`config.mk`:
```
export PLATFORM = sky130hd
export DESIGN_NAME = fix_msg_framer
export DESIGN_NICKNAME = d
export VERILOG_FILES = /design/src/rtl/fix_pkg.sv /design/src/rtl/fix_word_packer.sv /design/src/rtl/fix_msg_framer.sv
export SDC_FILE = /design/constraint.sdc
export NUM_CORES = 1
export LEC_CHECK = 0
export ABC_CLOCK_PERIOD_IN_PS = 2470
export BUFFER_PORTS_ARGS = -buffer_cell sky130_fd_sc_hd__buf_2
export CAP_MARGIN = 20
export CORE_MARGIN = 1
export CORE_UTILIZATION = 55
export CTS_BUF_LIST = sky130_fd_sc_hd__clkbuf_2 sky130_fd_sc_hd__clkbuf_4 sky130_fd_sc_hd__clkbuf_8
export CTS_CLUSTER_SIZE = 20
export DETAILED_ROUTE_END_ITERATION = 8
export PLACE_DENSITY = 0.89
export SYNTH_ARGS = -nofsm -noshare
export SYNTH_HDL_FRONTEND = slang
export SYNTH_HIERARCHICAL = 1
export SYNTH_SLANG_ARGS = --single-unit
```
`constraint.sdc`:
```
create_clock -name clk -period 2.47 [get_ports clk]
set_input_delay 0.247 -clock clk [delete_from_list [all_inputs] [get_ports clk]]
set_output_delay 0.247 -clock clk [all_outputs]
set_load 0.03 [all_outputs]
```
`src/rtl/fix_pkg.sv`:
```
// Shared constants and state types for the FIX ingress framer.
package fix_pkg;

  localparam logic [7:0] SOH     = 8'h01;
  localparam logic [7:0] CH_8    = 8'h38;
  localparam logic [7:0] CH_EQ   = 8'h3D;
  localparam logic [7:0] CH_1    = 8'h31;
  localparam logic [7:0] CH_0    = 8'h30;
  localparam logic [7:0] CH_DIG0 = 8'h30;

  typedef enum logic [1:0] {IDLE, START_EQ, BODY, TRAILER} fsm_state_t;
  typedef enum logic [1:0] {T0, T1, T10, T_MID} tag_state_t;

  function automatic logic is_digit(input logic [7:0] b);
    return (b >= CH_DIG0) && (b <= 8'h39);
  endfunction

endpackage

```
`src/rtl/fix_word_packer.sv`:
```
// Packs committed message bytes little-endian into words and drives the
// registered write strobe with start/end/checksum-error markers.
module fix_word_packer
  import fix_pkg::*;
#(
  parameter int DATA_WIDTH     = 32,
  parameter int BYTES_PER_WORD = DATA_WIDTH / 8
) (
  input  logic                  clk,
  input  logic                  rst,
  input  logic [7:0]            i_byte,
  input  logic                  i_push,
  input  logic                  i_start,
  input  logic                  i_flush,
  input  logic                  i_err,
  input  logic                  i_full,
  output logic [DATA_WIDTH-1:0] o_word,
  output logic                  o_wr_en,
  output logic                  o_start_message,
  output logic                  o_end_message,
  output logic                  o_chk_err
);

  localparam int BPW = BYTES_PER_WORD;
  localparam int LW  = (BPW > 1) ? $clog2(BPW) : 1;
  localparam logic [LW-1:0] LAST_LANE  = LW'(BPW - 1);
  localparam logic [15:0]   START_PAIR = {CH_EQ, CH_8};

  logic [DATA_WIDTH-1:0] r_buf;
  logic [LW-1:0]         r_lane;
  logic                  r_start_pend;
  logic [7:0]            r_hold;
  logic                  r_hold_end;
  logic                  r_hold_err;
  logic [DATA_WIDTH-1:0] w_ins;

  // Lanes above the current one are always zero, so OR-insertion doubles as padding.
  assign w_ins = r_buf | (DATA_WIDTH'(i_byte) << {r_lane, 3'b000});

  always_ff @(posedge clk) begin
    if (rst) begin
      r_buf           <= '0;
      r_lane          <= '0;
      r_start_pend    <= 1'b0;
      r_hold          <= '0;
      r_hold_end      <= 1'b0;
      r_hold_err      <= 1'b0;
      o_word          <= '0;
      o_wr_en         <= 1'b0;
      o_start_message <= 1'b0;
      o_end_message   <= 1'b0;
      o_chk_err       <= 1'b0;
    end else begin
      o_wr_en         <= 1'b0;
      o_start_message <= 1'b0;
      o_end_message   <= 1'b0;
      o_chk_err       <= 1'b0;
      if (BPW == 1) begin
        // Single-byte words: "8=" arrives in one cycle, so the stream runs one
        // byte behind and the closing SOH drains on the next non-full cycle.
        if (i_start) begin
          o_word          <= DATA_WIDTH'(CH_8);
          o_wr_en         <= 1'b1;
          o_start_message <= 1'b1;
          r_hold          <= CH_EQ;
          r_hold_end      <= 1'b0;
        end else if (i_push) begin
          o_word     <= DATA_WIDTH'(r_hold);
          o_wr_en    <= 1'b1;
          r_hold     <= i_byte;
          r_hold_end <= i_flush;
          r_hold_err <= i_err;
        end else if (r_hold_end && !i_full) begin
          o_word        <= DATA_WIDTH'(r_hold);
          o_wr_en       <= 1'b1;
          o_end_message <= 1'b1;
          o_chk_err     <= r_hold_err;
          r_hold_end    <= 1'b0;
        end
      end else begin
        if (i_start) begin
          if (BPW == 2) begin
            o_word          <= DATA_WIDTH'(START_PAIR);
            o_wr_en         <= 1'b1;
            o_start_message <= 1'b1;
            r_buf           <= '0;
            r_lane          <= '0;
            r_start_pend    <= 1'b0;
          end else begin
            r_buf        <= DATA_WIDTH'(START_PAIR);
            r_lane       <= LW'(2);
            r_start_pend <= 1'b1;
          end
        end else if (i_push) begin
          if (i_flush || (r_lane == LAST_LANE)) begin
            o_word          <= w_ins;
            o_wr_en         <= 1'b1;
            o_start_message <= r_start_pend;
            o_end_message   <= i_flush;
            o_chk_err       <= i_flush && i_err;
            r_buf           <= '0;
            r_lane          <= '0;
            r_start_pend    <= 1'b0;
          end else begin
            r_buf  <= w_ins;
            r_lane <= r_lane + 1'b1;
          end
        end
      end
    end
  end

endmodule

```
`src/rtl/fix_msg_framer.sv`:
```
// FIX byte-stream framer: hunts "8=", tracks field tags to find the "10="
// trailer, verifies the checksum and feeds the word packer.
module fix_msg_framer
  import fix_pkg::*;
#(
  parameter int DATA_WIDTH = 32
) (
  input  logic                  clk,
  input  logic                  rst,
  input  logic [7:0]            byte_i,
  input  logic                  byte_valid_i,
  output logic                  byte_ready_o,
  input  logic                  full_i,
  output logic                  wr_cs_o,
  output logic                  wr_en_o,
  output logic [DATA_WIDTH-1:0] data_o,
  output logic                  start_message_o,
  output logic                  end_message_o,
  output logic                  chk_err_o
);

  localparam int BYTES_PER_WORD = DATA_WIDTH / 8;

  fsm_state_t r_state, w_state_nxt;
  tag_state_t r_tag, w_tag_nxt;
  logic [7:0] r_sum, w_sum_nxt;
  logic [7:0] r_snap, w_snap_nxt;
  logic [7:0] r_rx, w_rx_nxt;
  logic [1:0] r_ndig, w_ndig_nxt;
  logic       r_fmt, w_fmt_nxt;
  logic       w_acc, w_push, w_start, w_flush, w_err, w_wr_en;
  logic [7:0] w_dval;

  assign byte_ready_o = !full_i;
  assign w_acc        = byte_valid_i && !full_i;
  assign w_dval       = byte_i - CH_DIG0;

  always_comb begin
    w_state_nxt = r_state;
    w_tag_nxt   = r_tag;
    w_sum_nxt   = r_sum;
    w_snap_nxt  = r_snap;
    w_rx_nxt    = r_rx;
    w_ndig_nxt  = r_ndig;
    w_fmt_nxt   = r_fmt;
    w_push      = 1'b0;
    w_start     = 1'b0;
    w_flush     = 1'b0;
    w_err       = 1'b0;
    if (w_acc) begin
      unique case (r_state)
        IDLE: begin
          if (byte_i == CH_8) w_state_nxt = START_EQ;
        end
        START_EQ: begin
          if (byte_i == CH_EQ) begin
            w_state_nxt = BODY;
            w_start     = 1'b1;
            w_sum_nxt   = CH_8 + CH_EQ;
            w_snap_nxt  = CH_8 + CH_EQ;
            w_tag_nxt   = T0;
            w_rx_nxt    = '0;
            w_ndig_nxt  = '0;
            w_fmt_nxt   = 1'b0;
          end else if (byte_i != CH_8) begin
            w_state_nxt = IDLE;
          end
        end
        BODY: begin
          w_push    = 1'b1;
          w_sum_nxt = r_sum + byte_i;
          if (byte_i == SOH) begin
            w_tag_nxt  = T0;
            w_snap_nxt = r_sum + byte_i;
          end else begin
            unique case (r_tag)
              T0:  w_tag_nxt = (byte_i == CH_1) ? T1 : T_MID;
              T1:  w_tag_nxt = (byte_i == CH_0) ? T10 : T_MID;
              T10: begin
                w_tag_nxt = T_MID;
                if (byte_i == CH_EQ) w_state_nxt = TRAILER;
              end
              default: w_tag_nxt = T_MID;
            endcase
          end
        end
        TRAILER: begin
          w_push    = 1'b1;
          w_sum_nxt = r_sum + byte_i;
          if (byte_i == SOH) begin
            w_flush     = 1'b1;
            w_err       = r_fmt || (r_rx != r_snap);
            w_state_nxt = IDLE;
            w_tag_nxt   = T0;
          end else if (is_digit(byte_i)) begin
            if (r_ndig == 2'd3) begin
              w_fmt_nxt = 1'b1;
            end else begin
              w_rx_nxt   = (r_rx * 8'd10) + w_dval;
              w_ndig_nxt = r_ndig + 2'd1;
            end
          end else begin
            w_fmt_nxt = 1'b1;
          end
        end
        default: w_state_nxt = IDLE;
      endcase
    end
  end

  always_ff @(posedge clk) begin
    if (rst) begin
      r_state <= IDLE;
      r_tag   <= T0;
      r_sum   <= '0;
      r_snap  <= '0;
      r_rx    <= '0;
      r_ndig  <= '0;
      r_fmt   <= 1'b0;
    end else begin
      r_state <= w_state_nxt;
      r_tag   <= w_tag_nxt;
      r_sum   <= w_sum_nxt;
      r_snap  <= w_snap_nxt;
      r_rx    <= w_rx_nxt;
      r_ndig  <= w_ndig_nxt;
      r_fmt   <= w_fmt_nxt;
    end
  end

  fix_word_packer #(
    .DATA_WIDTH     (DATA_WIDTH),
    .BYTES_PER_WORD (BYTES_PER_WORD)
  ) u_packer (
    .clk             (clk),
    .rst             (rst),
    .i_byte          (byte_i),
    .i_push          (w_push),
    .i_start         (w_start),
    .i_flush         (w_flush),
    .i_err           (w_err),
    .i_full          (full_i),
    .o_word          (data_o),
    .o_wr_en         (w_wr_en),
    .o_start_message (start_message_o),
    .o_end_message   (end_message_o),
    .o_chk_err       (chk_err_o)
  );

  assign wr_en_o = w_wr_en;
  assign wr_cs_o = w_wr_en;

endmodule

```
# Word level (Yosys, flattened, before mapping)

Cells that the tools add are included.

Add/sub/neg operators: 5
Multiply operators: 1
Order comparisons: 2
Eq/ne operators: 26
Shift-type cells: 1
Muxes and demuxes: 53
Bitwise logic cells: 4
Reductions and logical operators: 26

Operators with widths:

| operator                                                                             | number |
|---|---|
| 8-bit 2-to-1 mux                                                                     | 6 |
| 8-bit case mux with 2 select lines                                                   | 3 |
| 8-bit by 6-bit equality test with 1-bit output (second input constant)               | 4 |
| 2-bit 2-to-1 mux                                                                     | 16 |
| 32-bit 2-to-1 mux                                                                    | 1 |
| 32-bit OR                                                                            | 1 |
| 8-bit by 5-bit left shift with 32-bit output                                         | 1 |
| 14-bit 2-to-1 mux                                                                    | 2 |
| 1-bit 2-to-1 mux                                                                     | 20 |
| 2-bit inequality test (second input constant)                                        | 10 |
| 8-bit adder                                                                          | 2 |
| 2-bit equality test (second input constant)                                          | 5 |
| 2-bit nonzero test                                                                   | 5 |
| 8-bit by 1-bit equality test with 1-bit output (second input constant)               | 1 |
| 8-bit by 6-bit greater-or-equal comparator with 1-bit output (second input constant) | 1 |
| 8-bit by 6-bit <= comparator with 1-bit output (second input constant)               | 1 |
| 8-bit by 3-bit multiplier with 7-bit output (second input constant)                  | 1 |
| 8-bit by 6-bit inequality test with 1-bit output (second input constant)             | 1 |
| 8-bit inequality test                                                                | 1 |
| 2-bit case mux with 2 select lines                                                   | 2 |
| 2-bit case mux with 4 select lines                                                   | 1 |
| 4-bit AND reduction                                                                  | 2 |
| 8-bit by 6-bit subtractor with 8-bit output (second input constant)                  | 1 |
| 7-bit AND reduction                                                                  | 1 |
| 18 further kinds                                                                     | 29 |

Flip-flop bits (word level): 102
Input bits: 12

# Longest topological paths before layout

Word-level depth: 8
Gate-level depth with buffers: 11

# By module

Netlist, hierarchy kept.

Modules (own cells, without submodules):

| module          | times used | cells an instance | area an instance (um2) | seq. area each (um2) |
|---|---|---|---|---|
| fix_word_packer | 1          | 286               | 2616.3                 | 1421.4 |
| fix_msg_framer  | 1          | 255               | 2244.7                 | 620.6 |

# Least setup slack after synthesis

No wires, ideal clock.

Kind: reg-to-reg
From: register r_rx[1]
To: register r_rx[7]
Arrival time: 2435 ps
Data required time: 2369 ps
Path slack: -66 ps
Stages on the path, launching flop included: 11
Path through: dfxtp_1 ha_1 ha_1 fa_1 ha_1 ha_1 o21ai_0 o21bai_1 a21oi_1 xnor2_1 o41ai_1

Cells in the longest elaborated chain, start to end: 6

Ends and longest elaborated chain:

| item                                        | line                  | RTL |
|---|---|---|
| from (decl)                                 | fix_msg_framer.sv:28  | `logic [7:0] r_rx, w_rx_nxt;` |
| from (signal assigned)                      | fix_msg_framer.sv:125 | `r_rx <= w_rx_nxt;` |
| 8-bit by 3-bit multiplier with 7-bit output | fix_msg_framer.sv:99  | `w_rx_nxt = (r_rx * 8'd10) + w_dval;` |
| 8-bit adder                                 | fix_msg_framer.sv:99  |  |
| 8-bit 2-to-1 mux                            | fix_msg_framer.sv:96  | `if (r_ndig == 2'd3) begin` |
| 8-bit 2-to-1 mux                            | fix_msg_framer.sv:95  | `end else if (is_digit(byte_i)) begin` |
| 8-bit 2-to-1 mux                            | fix_msg_framer.sv:90  | `if (byte_i == SOH) begin` |
| 8-bit case mux with 2 select lines          | fix_msg_framer.sv:51  | `unique case (r_state)` |

Every way passes these cells. The select of a mux whose other input is x is not followed.
A chain may end at the register's enable or synchronous reset.

# Final worst setup path

From: register r_rx[3]
To: register r_rx[7]

The elaborated chain is that of the path after synthesis.

==> run summary <==
Once placement finished, the instance area stood at 5330 um^2. The commonest cells after synthesis are sky130_fd_sc_hd__dfxtp_1, sky130_fd_sc_hd__a21oi_1, sky130_fd_sc_hd__nor2_1. Setup repair after global routing could not meet its margin everywhere. The congestion estimate from routability-driven global placement came to 0.883. The initial antenna violation count was 0; the fraction of registers with async set/reset was 0%.

The beginning of the critical path was r_rx[3]. Counting along the longest clock path gives a buffer depth of 2. The first-pass iteration count of the detailed router is 5, and the net count of the mapped netlist is 583. 0 antenna diodes ended up in the layout. The total area inside the core boundary comes to 8380 um^2.

Critical path class: reg -> reg. Of the available clock period, the critical path in the final layout requires 104%. The sum of negative setup slack was -0.146 ns; the final-layout worst hold slack was 0.335 ns.

Summing internal, switching and leakage power gives 0.00285 W. The first global-routing pass estimated 20,200 um of wire. The number of cells on the worst reg-to-reg path is 10.

Relative to the synthesized area, the layout overhead comes to 15.3%. Top cell type's share of synthesized area: 42.0%. IR analysis of the VDD net gives a maximum drop of 0.000311 V. Summed over all cells, the static leakage comes to 2.23 nW. The largest total area in the synthesized netlist belongs to sky130_fd_sc_hd__dfxtp_1.

Die height: 96.0 um. The largest clock skew in the final design is 0.00940 ns. Synthesis instantiated 60 different standard cells from the library.

Entering global routing, the biggest net connects 76 pins. The final critical-path setup slack is -0.108 ns, and the count of port buffers added during placement is 49. The tools report the final count of hold timing violations as 0.

Summing the sequential cell areas from Yosys gives 42.0% of the chip area. The total overflow left after global routing is 0. The count of synthesis-stage warnings from yosys is 6, and the synthesized netlist cell count is 541. The flow ran to the end, but the final reports show violations.

In this run, the number of DRC markers left after iteration 0 of detailed routing was 556. Commonest register cell after synthesis: sky130_fd_sc_hd__dfxtp_1. The worst setup path is captured at a register. The total length of routed met2 wires was 6240 um; the number of enable-type register cells in the synthesized netlist was 0. The root buffer selected by CTS is sky130_fd_sc_hd__clkbuf_8. Number of H-tree levels: 3. The required time of the critical path is 2.74 ns.

In this run the critical register-to-register path is captured at r_rx[7]. TritonCTS built the clock tree. The total setup violations reported at the end of the flow was 2.

The via count of the first global-routing pass was 4,246. Dividing the synthesized area by the synthesized cell count gives 8.99 um^2. The number of hold buffers added after CTS was 0.

Counting the fill cells in the layout gives 616. After synthesis the netlist holds a flip-flop and latch count of 102. The synthesized netlist occupies a cell area of 4860 um^2. Wire length per cell after detailed routing: 18.2 um. The setup slack of the worst register-to-register path came out at -0.11 ns. The met1 layer wirelength in the final routing came out at 5020 um.

The insertion delay to the later sink of the worst-skew pair came out at 0.37 ns. After legalization and detailed placement, the total HPWL measured 8670 um. Based on the critical path, the design can be clocked at up to 388 MHz.

The total power density per cell area is 508 nW/um^2. Number of remaining DRC errors: 0. The biggest fanout along the worst timing path was 2; the count of maximum capacitance violations was 0. Clock-pin slew reported for the worst setup and hold paths after clock tree synthesis: 0.10 ns. Once detail routing completed, the nets flagged for antenna violations numbered 0. Using the TritonRoute via totals, the vias-per-cell ratio works out to 6.35. For this run, the number of standard cells in the final layout without fillers is 701. Detailed routing inserted a total of 4,452 vias. The floorplan has 33 rows. The final layout contains 633 nets. STA classifies the critical path startpoint as a register. The arrival time of the worst setup path is 2.85 ns. The worst pin sits at a relative slew slack of 45.1%.

The worst path needs 2.58 ns of the cycle, external delays included. The most frequent cell after synthesis was sky130_fd_sc_hd__dfxtp_1. For this block, the routed nets add up to 12,700 um of wire. The tools report the cell count after placement as 684. Detailed routing placed a total of 964 um of wire on met3.

The number of buffers created by CTS came out at 9. By area the synthesized netlist is led by sky130_fd_sc_hd__dfxtp_1, sky130_fd_sc_hd__a21oi_1, sky130_fd_sc_hd__ha_1. The worst register-to-register path begins at r_rx[3]. The number of clock sinks was 102; the boundary pin count was 50.

The finished cells cover 5610 um^2. In this run the top signal layer used is met4. The checks that failed: setup timing. The tools report the worst setup path endpoint as r_rx[7]. The tightest min-delay check is of the in -> reg type. The floorplan step set the die width to 96.0 um.

For the pin with the worst max-slew slack, the measured transition is 0.820 ns. The total die area is 9220 um^2. The logs give 0 for the total count of max-transition violations in the final report and 58.0% for the initial standard-cell utilization of the core. Cells with a size suffix above 1 make up 20.5% of the layout. The overall track demand over capacity in global routing came out at 28.9%.
-- logic make-up after synthesis --
logic type / after synthesis / share of synthesized area, %
AOI/OAI and AO/OA: 216 / 27.7
xor gates and xnor gates: 22 / 4.25
adders and majority gates: 30 / 8.19
buffers and inverters: 59 / 5.56
DFF: 102 / 42.0
and+or+nand+nor: 112 / 12.3
-- power breakdown --
group / total, W / internal (W) / switching, W
logic: 0.000195 / 0.0000701 / 0.000125
registers: 0.00165 / 0.00164 / 0.00000305
clock network: 0.00101 / 0.000389 / 0.000619
-- layout by cell type, fill, tap and decap left out, drive strengths merged, types with 2 or more instances in the layout --
cell type and count:
o21bai 2, and3 5, nand2 12, clkbuf 9
a211o 2, nor4bb 2, ha 27, nor2b 4
a2111o 2, fa 3, xor2 6, a22oi 10
nand4 4, a31oi 28, a21o 5, a311oi 2
nand3 6, nor4 4, inv 21, nor2 50
clkinv 5, o21a 3, a221oi 3, xnor2 15
nand3b 3, nor4b 2, or3 3, a211oi 35
o21ai 11, o22ai 9, and2 4, nor3 7
dfxtp 102, or4 2, a21oi 96, buf 78
-- state kept, by name, summed over array words and instances, names as in the netlist, 2 cells and up, named ones only --
signal           flops
r_snap               8
u_packer/o_word     32
u_packer/r_buf      32
u_packer/r_lane      2
r_ndig               2
r_tag                2
r_rx                 8
r_sum                8
-- layer usage --
layer / GRT usage [%] / vias up
met4: 13.8 / 0
met1: 33.9 / 2079
li1: - / 2104
met2: 49.8 / 223
met3: 6.24 / 46
met5: 0 / -
-- worst min-delay path by stage --
| stage | startpoint | endpoint | slack (ns) | cells past startpoint |
|---|---|---|---|---|
| floorplan | byte_i[0] | u_packer/r_buf[0] | 0.40 | 2 |
| global placement | u_packer/r_start_pend | u_packer/o_start_message | 0.44 | 1 |
| detailed placement | u_packer/r_start_pend | u_packer/o_start_message | 0.45 | 1 |
| CTS | byte_i[7] | u_packer/o_word[7] | 0.31 | 3 |
| global route | byte_i[7] | u_packer/r_buf[7] | 0.34 | 3 |
| finish | byte_i[7] | u_packer/o_word[7] | 0.34 | 3 |
-- through the flow --
step / worst slack (ns) / utilization (%)
5_1_grt: -0.195 / 66.9
2_1_floorplan: -0.0111 / -
4_1_cts: -0.182 / 66.4
6_report: -0.108 / 66.9
3_5_place_dp: -0.149 / 63.6
3_3_place_gp: -0.0498 / 63.6
-- worst max-delay path, stage by stage, from the launching register on --
cell and delay [ns]:
sky130_fd_sc_hd__dfxtp_2 0.35, sky130_fd_sc_hd__ha_4 0.25, sky130_fd_sc_hd__ha_4 0.16, sky130_fd_sc_hd__fa_2 0.56
sky130_fd_sc_hd__ha_4 0.21, sky130_fd_sc_hd__ha_4 0.27, sky130_fd_sc_hd__o21ai_2 0.05, sky130_fd_sc_hd__o21bai_1 0.13
sky130_fd_sc_hd__a21oi_1 0.10, sky130_fd_sc_hd__xnor2_1 0.15, sky130_fd_sc_hd__o41ai_1 0.25
-- repair_timing --
item	CTS	global route
pin swaps	9	11
endpoints found under the setup margin	2	2
resized for setup	10	6
setup buffers	0	1
-- area by class of cell --
cell class	count	area [um^2]	share of cell area, %
repair buffers	78	517	9.22
clock inverters	7	65.1	1.16
well taps	105	131	2.34
multi-input cells	380	2650	47.2
clock buffers	9	124	2.21
flip-flops and latches	102	2050	36.5
inverters	20	75.1	1.34
No activity file was read; power rests on OpenSTA's default activity.
